### config.mk
export PLATFORM = sky130hd
export DESIGN_NAME = io_bus_responder
export DESIGN_NICKNAME = d
export VERILOG_FILES = /design/src/rtl/io_bus_responder.sv
export SDC_FILE = /design/constraint.sdc
export NUM_CORES = 1
export LEC_CHECK = 0
export ABC_AREA = 1
export CORE_MARGIN = 10
export CORE_UTILIZATION = 50
export CTS_BUF_LIST = sky130_fd_sc_hd__clkbuf_4 sky130_fd_sc_hd__clkbuf_8
export DETAILED_ROUTE_END_ITERATION = 8
export PLACE_DENSITY_LB_ADDON = 0.12
export SLEW_MARGIN = 20
export SYNTH_ARGS = -nofsm -noshare
export SYNTH_HDL_FRONTEND = slang
export SYNTH_SLANG_ARGS = --single-unit
### constraint.sdc
create_clock -name clk -period 3.9 [get_ports clk]
set_input_delay 0.78 -clock clk [delete_from_list [all_inputs] [get_ports clk]]
set_output_delay 0.78 -clock clk [all_outputs]
set_load 0.01 [all_outputs]
### src/rtl/io_bus_responder.sv
// rtl/io_bus_responder.sv - memory-mapped I/O slave for switches, button, LEDs and seven-segment scan
// Optional error status register and io_err flag enabled by IO_ERR_STATUS_EN.
module io_bus_responder #(
  parameter int          SW_W            = 16,
  parameter logic [19:0] DEBOUNCE_CYCLES = 20'd1_000_000,
  parameter logic [16:0] SCAN_DIV        = 17'd100_000
) (
  input  logic            clk,
  input  logic            rst_n,
  input  logic            io_read,
  input  logic            io_write,
  input  logic [9:0]      addr_low,
  input  logic [31:0]     wdata,
  output logic [31:0]     rdata,
  output logic            rd_valid,
  input  logic [SW_W-1:0] sw,
  input  logic            btn,
  output logic [SW_W-1:0] led,
  output logic [7:0]      seg_an,
  output logic [7:0]      seg_cat,
  output logic            io_err
);

  logic [7:0]      word;
  logic            unused_bits;
  logic [SW_W-1:0] sw_s1, sw_s2;
  logic            btn_s1, btn_s2, btn_deb, btn_sticky;
  logic [19:0]     deb_cnt;
  logic            deb_done, deb_rise;
  logic [31:0]     seg_data;
  logic [7:0]      seg_mask;
  logic [16:0]     scan_cnt;
  logic [2:0]      digit;
  logic [31:0]     rd_mux;
  logic            err_q;

  assign word        = addr_low[9:2];
  assign unused_bits = ^addr_low[1:0];

  function automatic logic [7:0] hex7(input logic [3:0] n);
    case (n)
      4'h0: hex7 = 8'hC0;  4'h1: hex7 = 8'hF9;  4'h2: hex7 = 8'hA4;  4'h3: hex7 = 8'hB0;
      4'h4: hex7 = 8'h99;  4'h5: hex7 = 8'h92;  4'h6: hex7 = 8'h82;  4'h7: hex7 = 8'hF8;
      4'h8: hex7 = 8'h80;  4'h9: hex7 = 8'h90;  4'hA: hex7 = 8'h88;  4'hB: hex7 = 8'h83;
      4'hC: hex7 = 8'hC6;  4'hD: hex7 = 8'hA1;  4'hE: hex7 = 8'h86;  default: hex7 = 8'h8E;
    endcase
  endfunction

  // Debounced level flips once the synced input has disagreed for DEBOUNCE_CYCLES edges
  assign deb_done = (btn_s2 != btn_deb) && (deb_cnt == DEBOUNCE_CYCLES - 20'd1);
  assign deb_rise = deb_done && btn_s2;

  always_comb begin
    rd_mux = 32'd0;
    case (word)
      8'h00: rd_mux = 32'(sw_s2);
      8'h01: rd_mux = {31'd0, btn_sticky};
`ifdef IO_ERR_STATUS_EN
      8'h02: rd_mux = {31'd0, err_q};
`endif
      8'h04: rd_mux = 32'(led);
      8'h08: rd_mux = seg_data;
      8'h09: rd_mux = {24'd0, seg_mask};
      default: rd_mux = 32'd0;
    endcase
  end

  always_ff @(posedge clk or negedge rst_n) begin
    if (!rst_n) begin
      sw_s1 <= '0;  sw_s2 <= '0;
      btn_s1 <= 1'b0;  btn_s2 <= 1'b0;
      btn_deb <= 1'b0;  deb_cnt <= 20'd0;  btn_sticky <= 1'b0;
      led <= '0;  seg_data <= 32'd0;  seg_mask <= 8'd0;
      rdata <= 32'd0;  rd_valid <= 1'b0;
      scan_cnt <= 17'd0;  digit <= 3'd0;
      seg_an <= 8'hFF;  seg_cat <= 8'hFF;
    end else begin
      sw_s1  <= sw;
      sw_s2  <= sw_s1;
      btn_s1 <= btn;
      btn_s2 <= btn_s1;
      if (btn_s2 == btn_deb) begin
        deb_cnt <= 20'd0;
      end else if (deb_done) begin
        deb_cnt <= 20'd0;
        btn_deb <= btn_s2;
      end else begin
        deb_cnt <= deb_cnt + 20'd1;
      end
      if (deb_rise) btn_sticky <= 1'b1;
      else if (io_read && word == 8'h01) btn_sticky <= 1'b0;

      rd_valid <= io_read;
      if (io_read) rdata <= rd_mux;
      if (io_write) begin
        case (word)
          8'h04: led      <= wdata[SW_W-1:0];
          8'h08: seg_data <= wdata;
          8'h09: seg_mask <= wdata[7:0];
          default: ;
        endcase
      end

      if (scan_cnt == SCAN_DIV - 17'd1) begin
        scan_cnt <= 17'd0;
        digit    <= digit + 3'd1;
      end else begin
        scan_cnt <= scan_cnt + 17'd1;
      end
      seg_an  <= seg_mask[digit] ? ~(8'd1 << digit) : 8'hFF;
      seg_cat <= hex7(seg_data[{digit, 2'b00} +: 4]);
    end
  end

`ifdef IO_ERR_STATUS_EN
  logic mapped, err_hit;
  assign mapped  = (word == 8'h00) || (word == 8'h01) || (word == 8'h02) ||
                   (word == 8'h04) || (word == 8'h08) || (word == 8'h09);
  assign err_hit = ((io_read || io_write) && !mapped) ||
                   (io_write && (word == 8'h00 || word == 8'h01));

  always_ff @(posedge clk or negedge rst_n) begin
    if (!rst_n) err_q <= 1'b0;
    else if (err_hit) err_q <= 1'b1;
    else if (io_read && word == 8'h02) err_q <= 1'b0;
  end
`else
  assign err_q = 1'b0;
`endif

  assign io_err = err_q;

endmodule

* After elaboration in Yosys (flattened, before gate mapping)
Memory sizes are Yosys's and may differ from the RTL's. A register that Yosys moved wholly into a read port is not among the register bits.
Index checks and enable logic that the tools add are counted.
** Storage, ports and cells
- Word-level logic and storage cells :: 52
- Bits in read-only memories :: 112
- Register bits :: 181
- Bits of input ports :: 63
- Memories kept :: 1
- Output and inout port bits :: 66
** Operators by class
- $lt $le $gt $ge :: 1
- Bitwise operators :: 2
- Muxes and demuxes :: 9
- Reduce and logical (&&, ||, !) cells :: 10
- Shift operators :: 2
- Equal/unequal tests :: 8
- $add $sub $neg :: 3
** Memories
- (no name shown) :: words 16, width 7, rd ports 1, clocked after Yosys merged registers in 1, write ports 0, RTL line 41 : case (n)
** Operators by type and width (count)
- case mux 32 bit (5 select lines) :: 1
- two-way mux 20 bit :: 2
- indexed part select 32 x 6 -> 4 bit :: 1
- adder 20 x 1 -> 20 bit, second input constant :: 1
- == test 20 bit, second input constant :: 1
- adder 17 x 1 -> 17 bit, second input constant :: 1
- == test 17 bit, second input constant :: 1
- two-way mux 17 bit :: 1
- == test 8 x 4 -> 1 bit, second input constant :: 2
- == test 8 x 1 -> 1 bit, second input constant :: 1
- == test 8 x 3 -> 1 bit, second input constant :: 1
- zero test 8 bit :: 1
- two-way mux 8 bit :: 1
- inverter 8 bit :: 1
- AND reduction 2 bit :: 4
- << shifter 1 x 3 -> 8 bit, first input constant :: 1
- < comparator 3 x 4 -> 1 bit, second input constant :: 1
- adder 3 x 1 -> 3 bit, second input constant :: 1
- binary-select mux 1 bit (select 3 bit) :: 1
- logical AND 1 bit :: 3
- two-way mux 1 bit :: 3
- nonzero test 2 bit :: 1
- == test 1 bit :: 1
- zero test 1 bit :: 1
- other kinds (2) :: 2

* Depth between registers and ports, before layout
Gate-level depths: netlist (run 1).
- Depth after elaboration :: 4
- Depth in mapped cells :: 12
- Depth with buffers taken out :: 11

* Least setup slack after synthesis (run 1)
No wires, ideal clock.
- Path type :: input -> register
- From :: input addr_low[7]
- To :: register seg_mask[5]
- Arrival time :: 1.656 ns
- Stages on the path :: 10
- Path slack :: 2.127 ns
- Setup time :: 0.117 ns
- Path buffers :: 2
- Required time :: 3.783 ns
- Cell sequence :: nor2_1 -> nand2_1 -> inv_2 -> buf_6 -> nand2_2 -> inv_2 -> nand2_2 -> buf_6 -> nand2_1 -> o21ai_2
** On the way
- Cells in the longest elaborated chain, start to end :: 2
** RTL lines
- start: declaration :: RTL line 12 : input logic [9:0] addr_low,
- == test 8 x 4 -> 1 bit :: RTL line 96 : case (word)
- AND reduction 2 bit (no source line)
- end signal: assignment :: RTL line 99 : 8'h09: seg_mask <= wdata[7:0];
- end: declaration :: RTL line 31 : logic [7:0] seg_mask;
No other way between the ends.
A chain may end at the register's enable or synchronous reset.

* Final worst setup path (run 1)
- From :: input addr_low[7]
- To :: register led[5]
** On the way
- Cells in the longest elaborated chain, start to end :: 2
** RTL lines
- == test 8 x 3 -> 1 bit :: RTL line 96
- AND reduction 2 bit (no source line)
- end signal: assignment :: RTL line 97 : 8'h04: led <= wdata[SW_W-1:0];
- end: declaration :: RTL line 18 : output logic [SW_W-1:0] led,
No other way between the ends.

==> results.sh, run 1 <==
export IMPL_status="complete, no violations"
export IMPL_worstSetupEndpoint="led[5]"
export IMPL_grt_start_max_net_pins=83
export IMPL_syn_inst=946
export IMPL_route_vias_total=6523
export IMPL_intPower_mw=2.72
export IMPL_synth_area_leaders="dfrtp_1 50%, nand2_1 11%, nand3_1 5.4%"
export IMPL_crit_path_end_kind="flop"
export IMPL_p_leak_nw=4.76
export IMPL_synthDistinctLibCells=38
export IMPL_finalSetupTns_ns=0
export IMPL_synth_top_area_cell="dfrtp_1"
export IMPL_synth_top_cell_area_share_pct=50.0
export IMPL_drt_initial_drc_count=520
export IMPL_syn_nets=1022
export IMPL_routedWlPerCell_um=15.2
export IMPL_syn_area_per_cell_sq_um=8.72
export IMPL_ys_warn_count=0
export IMPL_power_frac_seq_pct=54.6
export IMPL_gp_congestion=0.917
export IMPL_switchingPower_mw=0.875
export IMPL_synth_seq_cells=180
export IMPL_grt_usage_pct=18.4
export IMPL_drive_above_1_share_pct=10.1
export IMPL_crit_arrival_ns=2.79
export IMPL_crit_fanout=31
export IMPL_r2r_end="seg_cat[5]"
export IMPL_numCtsBuffers=17
export IMPL_cts_resized=0
export IMPL_die_w_um=148
export IMPL_area_delta_synth_final_pct=21.6
export IMPL_vias_per_cell=5.04
export IMPL_grt_setup_unrepaired="false"
export IMPL_root_buffer="clkbuf_8"
export IMPL_n_antenna_cell=0
export IMPL_relSlewSlack_pct=46.5
export IMPL_grt_pass1_wl_um=32700
export IMPL_stdcell_area_sq_um=10000
export IMPL_antenna_found_initial=0
export IMPL_rows=46
export IMPL_first_global_vias=6378
export IMPL_layout_common_cells="250 x nand2_1, 165 x dfrtp_1, 123 x clkdlybuf4s50_1"
export IMPL_die_y_um=148
export IMPL_clk_path_buf_depth=2
export IMPL_setup_viol=0
export IMPL_finalCritPeriodShare_pct=63.3
export IMPL_num_io_pins=129
export IMPL_startpoint_type="input pin"
export IMPL_place_area_sq_um=9610
export IMPL_rrSetupSlack_ns=1.69
export IMPL_max_freq_mhz=405
export IMPL_clkTransAtPathRegs_ns=0.09
export IMPL_cts_max_level=4
export IMPL_startpoint="addr_low[7]"
export IMPL_post_cts_buffers=0
export IMPL_p_comb_share_pct=8.2
export IMPL_p_sw_share_pct=24.3
export IMPL_tightest_slew_ns=0.800
export IMPL_ant_nets=0
export IMPL_skew_ns=0.0152
export IMPL_cts_hold_buffers=0
export IMPL_drv_slew=0
export IMPL_hold_class="in -> async"
export IMPL_coreArea_sq_um=16000
export IMPL_peakVddDrop_mv=0.221
export IMPL_hpwlAfterDp_um=14500
export IMPL_initial_core_util_pct=51.6
export IMPL_final_common_cell="nand2_1"
export IMPL_clkPwrFrac_pct=37.2
export IMPL_seq_area_frac_synth_pct=54.8
export IMPL_reg2reg_depth=10
export IMPL_required_ns=4.22
export IMPL_regToRegStartpoint="digit[1]"
export IMPL_syn_area_sq_um=8250
export IMPL_routed_wl_um=19700
export IMPL_nets=1141
export IMPL_fin_cells=1294
export IMPL_dp_cells=1262
export IMPL_die_area_sq_um=22000
export IMPL_portBuffers=124
export IMPL_cts_tree="built"
export IMPL_maxCapViolCount=0
export IMPL_grt_overflow_total=0
export IMPL_clk_latency_ns=0.47
export IMPL_critPathKind="in -> reg"
export IMPL_clock_sinks=180
export IMPL_finalHoldViolations=0
export IMPL_fin_crit_ns=2.47
export IMPL_drc=0
export IMPL_powerDensity_nw_per_um2=359
export IMPL_drt_pass1_iterations=5
## cells in the mapped netlist
master	number
xor2_1	13
clkinv_1	1
clkbuf_1	6
nor2_8	1
a31oi_1	1
nand2_1	250
inv_1	102
buf_2	12
xnor2_1	3
dfstp_2	15
a21oi_1	22
buf_1	1
nand3b_1	2
nor4_1	1
conb_1	2
xnor2_4	1
nor3b_1	1
ha_1	13
nor2_2	6
or2_2	1
o211ai_1	6
nor2_1	89
nand2_2	6
dfrtp_1	165
nor3_1	7
o21ai_0	55
nor2_4	3
o21ai_2	8
nand3_2	2
o31ai_1	12
buf_6	7
nand3_1	89
nand4_1	9
buf_4	7
inv_2	8
nand2_4	4
o21ai_1	3
a21oi_2	12
## worst max-delay path, stage by stage
cell and delay (ns):
clkdlybuf4s50_1 0.41, nor2_1 0.10, nand2_1 0.11, inv_2 0.36, nand2_4 0.18, nor2_4 0.65, o21ai_0 0.18
## logic make-up after synthesis
kind of cell    count (synthesis)  share of synthesized area (%)
simple gates                  471                           24.7
flops                         180                           54.8
buf+inv                       144                           7.69
compound gates                119                           8.69
xor+xnor                       17                           2.03
fa+ha+maj                      13                           1.97
other cells                     2                         0.0910
## registers in the layout, indices dropped and copies added, names as in the netlist, 7 cells and up
name      flops
seg_cat       7
scan_cnt     17
seg_mask      8
seg_data     32
sw_s2        16
led          16
deb_cnt      20
sw_s1        16
seg_an        8
rdata        32
## area by class of cell
type	instances	area (sq um)
clock inverter	14	174
tap	216	270
multi-input combinational	622	3090
inverter	111	417
clock buffer	18	248
fill	1411	5970
sequential	180	4520
timing repair buffer	133	1310
## per-stage QoR
step	util (%)	total power [mW]	worst slack, ns	hold WS [ns]
final	62.7	3.60	1.43	0.321
after global routing	62.7	3.75	1.27	0.359
after CTS	62.7	3.64	1.47	0.339
after detailed placement	60.1	2.30	0.969	0.335
after global placement	60.1	2.30	1.02	0.332
after floorplan	-	2.11	2.13	0.331
## how the worst min path moves through the flow
stage | slack, ns | start | endpoint | cells after the start
detailed placement | 0.33 | sw_s1[5] | sw_s2[5] | 0
global placement | 0.33 | sw_s1[13] | sw_s2[13] | 0
finish | 0.32 | rst_n | sw_s1[4] | 1
floorplan | 0.33 | btn_s1 | btn_s2 | 0
global route | 0.36 | rst_n | sw_s1[4] | 1
CTS | 0.34 | rst_n | sw_s1[4] | 1
## power by group through the flow
stage | sequential (mW) | combinational, mW | clock [mW]
floorplan | 2.00 | 0.107 | 0
global placement | 2.00 | 0.298 | 0
detailed placement | 2.00 | 0.301 | 0
CTS | 1.96 | 0.302 | 1.38
global route | 1.97 | 0.331 | 1.45
finish | 1.96 | 0.296 | 1.34
## metal layers
| metal | global-route usage (%) | routed length, um |
|---|---|---|
| met1 | 23.8 | 8940 |
| met2 | 29.2 | 9320 |
| met3 | 5.46 | 1200 |
| met4 | 5.50 | 213 |
| met5 | 0 | 0 |
Note: power is estimated with default switching activity, not from simulation.
==> inputs of run 2 (changes only) <==
==> constraint.sdc (replaced) <==
create_clock -name clk -period 2.5 [get_ports clk]
set_input_delay 0.5 -clock clk [delete_from_list [all_inputs] [get_ports clk]]
set_output_delay 0.5 -clock clk [all_outputs]
set_load 0.01 [all_outputs]
==> results.sh, run 2 (synthesis results as in run 1) <==
export IMPL_critPathKind="reg -> out"
export IMPL_cts_tree="built"
export IMPL_die_w_um=148
export IMPL_regToRegStartpoint="digit[0]"
export IMPL_critPathBufInv=1
export IMPL_layout_common_cells="250 x nand2_1, 165 x dfrtp_1, 123 x clkdlybuf4s50_1"
export IMPL_drive_above_1_share_pct=10.9
export IMPL_hpwlAfterDp_um=14500
export IMPL_startpoint_type="flop"
export IMPL_grt_overflow_total=0
export IMPL_reg_top3="rdata (32), seg_data (32), deb_cnt (20)"
export IMPL_crit_family="buffers and inverters"
export IMPL_whs_ns=0.351
export IMPL_skew_ns=0.0114
export IMPL_clock_sinks=180
export IMPL_ant_nets=0
export IMPL_nets=1152
export IMPL_clk_latency_ns=0.47
export IMPL_clkTransAtPathRegs_ns=0.08
export IMPL_finalPower_mw=5.50
export IMPL_num_io_pins=129
export IMPL_tightest_slew_ns=0.605
export IMPL_post_cts_buffers=0
export IMPL_drt_pass1_iterations=8
export IMPL_cpMaxStageDelayCell="clkdlybuf4s50_1"
export IMPL_final_util_pct=63.4
export IMPL_setup_viol=0
export IMPL_gp_congestion=0.917
export IMPL_stdcell_area_sq_um=10100
export IMPL_cts_resized=0
export IMPL_powerDensity_nw_per_um2=543
export IMPL_fin_crit_ns=2.03
export IMPL_grt_setup_unrepaired="false"
export IMPL_cts_hold_buffers=1
export IMPL_route_vias_total=6508
export IMPL_initial_core_util_pct=51.6
export IMPL_final_common_cell="nand2_1"
export IMPL_numCtsBuffers=17
export IMPL_status="complete, no violations"
export IMPL_required_ns=2.00
export IMPL_r2r_end="seg_cat[4]"
export IMPL_finalHoldViolations=0
export IMPL_coreArea_sq_um=16000
export IMPL_rrSetupSlack_ns=0.58
export IMPL_worstSetupPathDepth=1
export IMPL_grt_start_max_net_pins=60
export IMPL_routedWlPerCell_um=15.0
export IMPL_area_delta_synth_final_pct=22.9
export IMPL_root_buffer="clkbuf_8"
export IMPL_cp_slowest_stage_delay_ns=0.54
export IMPL_vias_per_cell=4.99
export IMPL_reg2reg_depth=10
export IMPL_antenna_found_initial=0
export IMPL_n_antenna_cell=0
export IMPL_grt_usage_pct=18.4
export IMPL_peakVddDrop_mv=0.311
export IMPL_relSlewSlack_pct=59.6
export IMPL_finalSetupTns_ns=0
export IMPL_drt_initial_drc_count=455
export IMPL_crit_path_end_kind="output pin"
export IMPL_p_leak_nw=4.81
export IMPL_worstSetupEndpoint="seg_an[0]"
export IMPL_worstPathCellList="clkdlybuf4s50_1"
export IMPL_maxCapViolCount=0
export IMPL_finalCritPeriodShare_pct=81.2
export IMPL_drv_slew=0
export IMPL_first_global_vias=6389
export IMPL_die_y_um=148
export IMPL_portBuffers=124
export IMPL_crit_arrival_ns=1.53
export IMPL_drc=0
export IMPL_routed_wl_um=19600
export IMPL_crit_fanout=1
export IMPL_die_area_sq_um=22000
export IMPL_max_freq_mhz=492
export IMPL_startpoint="seg_an[0]"
export IMPL_grt_pass1_wl_um=32600
export IMPL_place_area_sq_um=9730
export IMPL_clk_path_buf_depth=2
export IMPL_rows=46
export IMPL_hold_class="reg -> reg"
export IMPL_cts_max_level=4
-- run 2: through the flow --
step	setup WS (ns)	instances
final	0.469	1305
after floorplan	0.919	946
after detailed placement	0.156	1272
after global routing	0.416	1305
after global placement	0.216	1272
after CTS	0.432	1305
-- run 2: final cells by class --
cell class | instances | area, sq um
multi-input combinational | 622 | 3090
timing repair buffer | 144 | 1430
clock inverter | 7 | 70.1
tap | 216 | 270
sequential | 180 | 4520
fill | 1416 | 5860
inverter | 111 | 417
clock buffer | 25 | 332
-- run 2: report_power, final --
group / total (mW) / internal (mW) / switching (mW)
Sequential: 3.06 / 3.01 / 0.0508
Combinational: 0.470 / 0.216 / 0.254
Clock: 1.97 / 0.966 / 1.00
-- run 2: worst min path at each step --
| stage | cells past startpoint | to | startpoint | slack [ns] |
|---|---|---|---|---|
| floorplan | 0 | btn_deb | rst_n | 0.20 |
| global placement | 0 | sw_s2[15] | sw_s1[15] | 0.33 |
| detailed placement | 0 | sw_s2[12] | sw_s1[12] | 0.33 |
| CTS | 0 | sw_s2[12] | sw_s1[12] | 0.36 |
| global route | 0 | sw_s2[0] | sw_s1[0] | 0.36 |
| finish | 0 | btn_s2 | btn_s1 | 0.35 |
-- run 2: worst reg2reg max path, cell delays in order (launching register included) --
cell	delay, ns
dfrtp_1	0.39
inv_2	0.29
nand2_1	0.12
nand3_1	0.12
nand3_1	0.09
nand2_1	0.20
inv_1	0.09
ha_1	0.25
nand3_1	0.10
nand3_1	0.08
nand2_1	0.11
-- run 2: metal layers --
layer | vias up | GRT usage, % | share of wire [%]
li1 | 3253 | - | -
met5 | - | 0 | 0
met4 | 0 | 5.75 | 1.4
met3 | 25 | 5.31 | 6.5
met2 | 190 | 28.8 | 47
met1 | 3040 | 24.2 | 45
==> inputs of run 3 (changes only) <==
==> constraint.sdc (replaced) <==
create_clock -name clk -period 1.9 [get_ports clk]
set_input_delay 0.38 -clock clk [delete_from_list [all_inputs] [get_ports clk]]
set_output_delay 0.38 -clock clk [all_outputs]
set_load 0.01 [all_outputs]
==> results.sh, run 3 (synthesis results as in run 1) <==
export IMPL_grt_usage_pct=18.6
export IMPL_die_area_sq_um=22000
export IMPL_initial_core_util_pct=51.6
export IMPL_clkTransAtPathRegs_ns=0.09
export IMPL_layout_common_cells="249 x nand2_1, 165 x dfrtp_1, 106 x clkdlybuf4s50_1"
export IMPL_antenna_found_initial=0
export IMPL_grt_util_met2_pct=29.4
export IMPL_cpMaxStageDelayCell="clkdlybuf4s50_1"
export IMPL_crit_family="buffers and inverters"
export IMPL_maxCapViolCount=0
export IMPL_met1_usage_pct=24.3
export IMPL_crit_arrival_ns=1.44
export IMPL_use_met3_pct=5.31
export IMPL_drc=0
export IMPL_vias_per_cell=4.97
export IMPL_r2r_end="seg_cat[4]"
export IMPL_hpwlAfterDp_um=14900
export IMPL_startpoint_type="flop"
export IMPL_reg2reg_depth=11
export IMPL_crit_fanout=2
export IMPL_grt_busiest_layer="met2"
export IMPL_num_io_pins=129
export IMPL_crit_path_end_kind="output pin"
export IMPL_numCtsBuffers=17
export IMPL_worstPathCellList="clkdlybuf4s50_1"
export IMPL_max_freq_mhz=551
export IMPL_gp_congestion=0.884
export IMPL_final_common_cell="nand2_1"
export IMPL_root_buffer="clkbuf_8"
export IMPL_powerDensity_nw_per_um2=718
export IMPL_stdcell_area_sq_um=10300
export IMPL_rrSetupSlack_ns=0.16
export IMPL_critPathBufInv=1
export IMPL_post_cts_buffers=0
export IMPL_cp_slowest_stage_delay_ns=0.60
export IMPL_peakVddDrop_mv=0.435
export IMPL_portBuffers=124
export IMPL_drt_pass1_iterations=7
export IMPL_hold_class="in -> async"
export IMPL_required_ns=1.52
export IMPL_clock_sinks=180
export IMPL_ant_nets=0
export IMPL_grt_pass1_wl_um=33200
export IMPL_setup_viol=0
export IMPL_grt_overflow_total=0
export IMPL_routed_wl_um=20000
export IMPL_coreArea_sq_um=16000
export IMPL_reg_top3="rdata (32), seg_data (32), deb_cnt (20)"
export IMPL_die_w_um=148
export IMPL_fin_cells=1324
export IMPL_area_delta_synth_final_pct=25.4
export IMPL_critPathKind="reg -> out"
export IMPL_status="complete, no violations"
export IMPL_dp_cells=1291
export IMPL_die_y_um=148
export IMPL_n_antenna_cell=0
export IMPL_cts_max_level=4
export IMPL_drv_slew=0
export IMPL_regToRegStartpoint="digit[0]"
export IMPL_fill_cells=1386
export IMPL_rows=46
export IMPL_regArea_sq_um=4520
export IMPL_cts_tree="built"
export IMPL_drive_above_1_share_pct=12.5
export IMPL_fin_crit_ns=1.82
export IMPL_routedWlPerCell_um=15.1
export IMPL_finalSetupTns_ns=0
export IMPL_final_util_pct=64.7
export IMPL_route_vias_total=6578
export IMPL_drt_initial_drc_count=411
export IMPL_finalHoldViolations=0
export IMPL_first_global_vias=6455
export IMPL_nets=1171
export IMPL_finalCritPeriodShare_pct=95.6
export IMPL_place_area_sq_um=9920
export IMPL_skew_ns=0.0156
export IMPL_pre_cts_ws_ns=-0.0371
export IMPL_worst_slack_ns=0.0842
export IMPL_multi_input_comb_area_sq_um=3100
export IMPL_clk_latency_ns=0.47
export IMPL_grt_start_max_net_pins=56
export IMPL_p_leak_nw=4.98
export IMPL_clk_path_buf_depth=2
## run 3: cell types whose count changed in the layout (fill, tap and decap cells not counted), sizes merged, moves of 2 or more
cell           delta
clkdlybuf4s50    -17
dlymetal6s2s      +2
bufinv            +2
clkinvlp          -2
buf              +19
dlygate4sd2      +15
## run 3: power breakdown
group	switching [mW]	internal, mW
clock network	1.31	1.46
registers	0.0672	3.97
logic	0.337	0.284
total	1.72	5.71
## run 3: per-stage QoR
stage	hold slack (ns)	total power, mW
3_5_place_dp	0.275	4.74
6_report	0.338	7.43
3_3_place_gp	0.274	4.74
4_1_cts	0.319	7.51
5_1_grt	0.309	7.76
2_1_floorplan	0.0844	4.33
## run 3: what timing repair did
action,CTS,global route
hold buffers,1,0
resized for setup,15,5
pin swaps,0,0
hold endpoints to repair,26,0
setup endpoints to repair,15,8
## run 3: layer usage
| metal | up-vias | wire length (um) |
|---|---|---|
| met5 | - | 0 |
| met4 | 0 | 252 |
| met3 | 22 | 1110 |
| met2 | 162 | 9430 |
| met1 | 3098 | 9220 |
| li1 | 3296 | - |
## run 3: worst reg2reg max path, cell delays in order, from the launching register on
cell	delay, ns
dfrtp_1	0.43
buf_4	0.20
nor2_1	0.11
nor2_1	0.05
nand2_1	0.05
nand3_1	0.08
nand2_2	0.14
inv_1	0.08
ha_1	0.24
nand3_1	0.09
nand3_1	0.11
nand2_1	0.09
## run 3: worst max-delay path by stage
stage / start / end / slack, ns / cells after the start
detailed placement: addr_low[5] / rdata[2] / -0.04 / 8
floorplan: digit[0] / seg_cat[5] / 0.32 / 12
global route: digit[0] / seg_cat[6] / -0.002 / 12
CTS: led[15] / led[15] / 0.04 / 1
finish: rdata[8] / rdata[8] / 0.08 / 1
global placement: addr_low[7] / seg_data[28] / -0.01 / 10
## run 3: layout make-up
cell class	instances	share of cell area, %
flip-flops and latches	180	43.7
inverters	111	4.05
clock buffers	24	2.95
multi-input cells	622	29.9
well taps	216	2.61
repair buffers	163	15.6
clock inverters	8	1.20
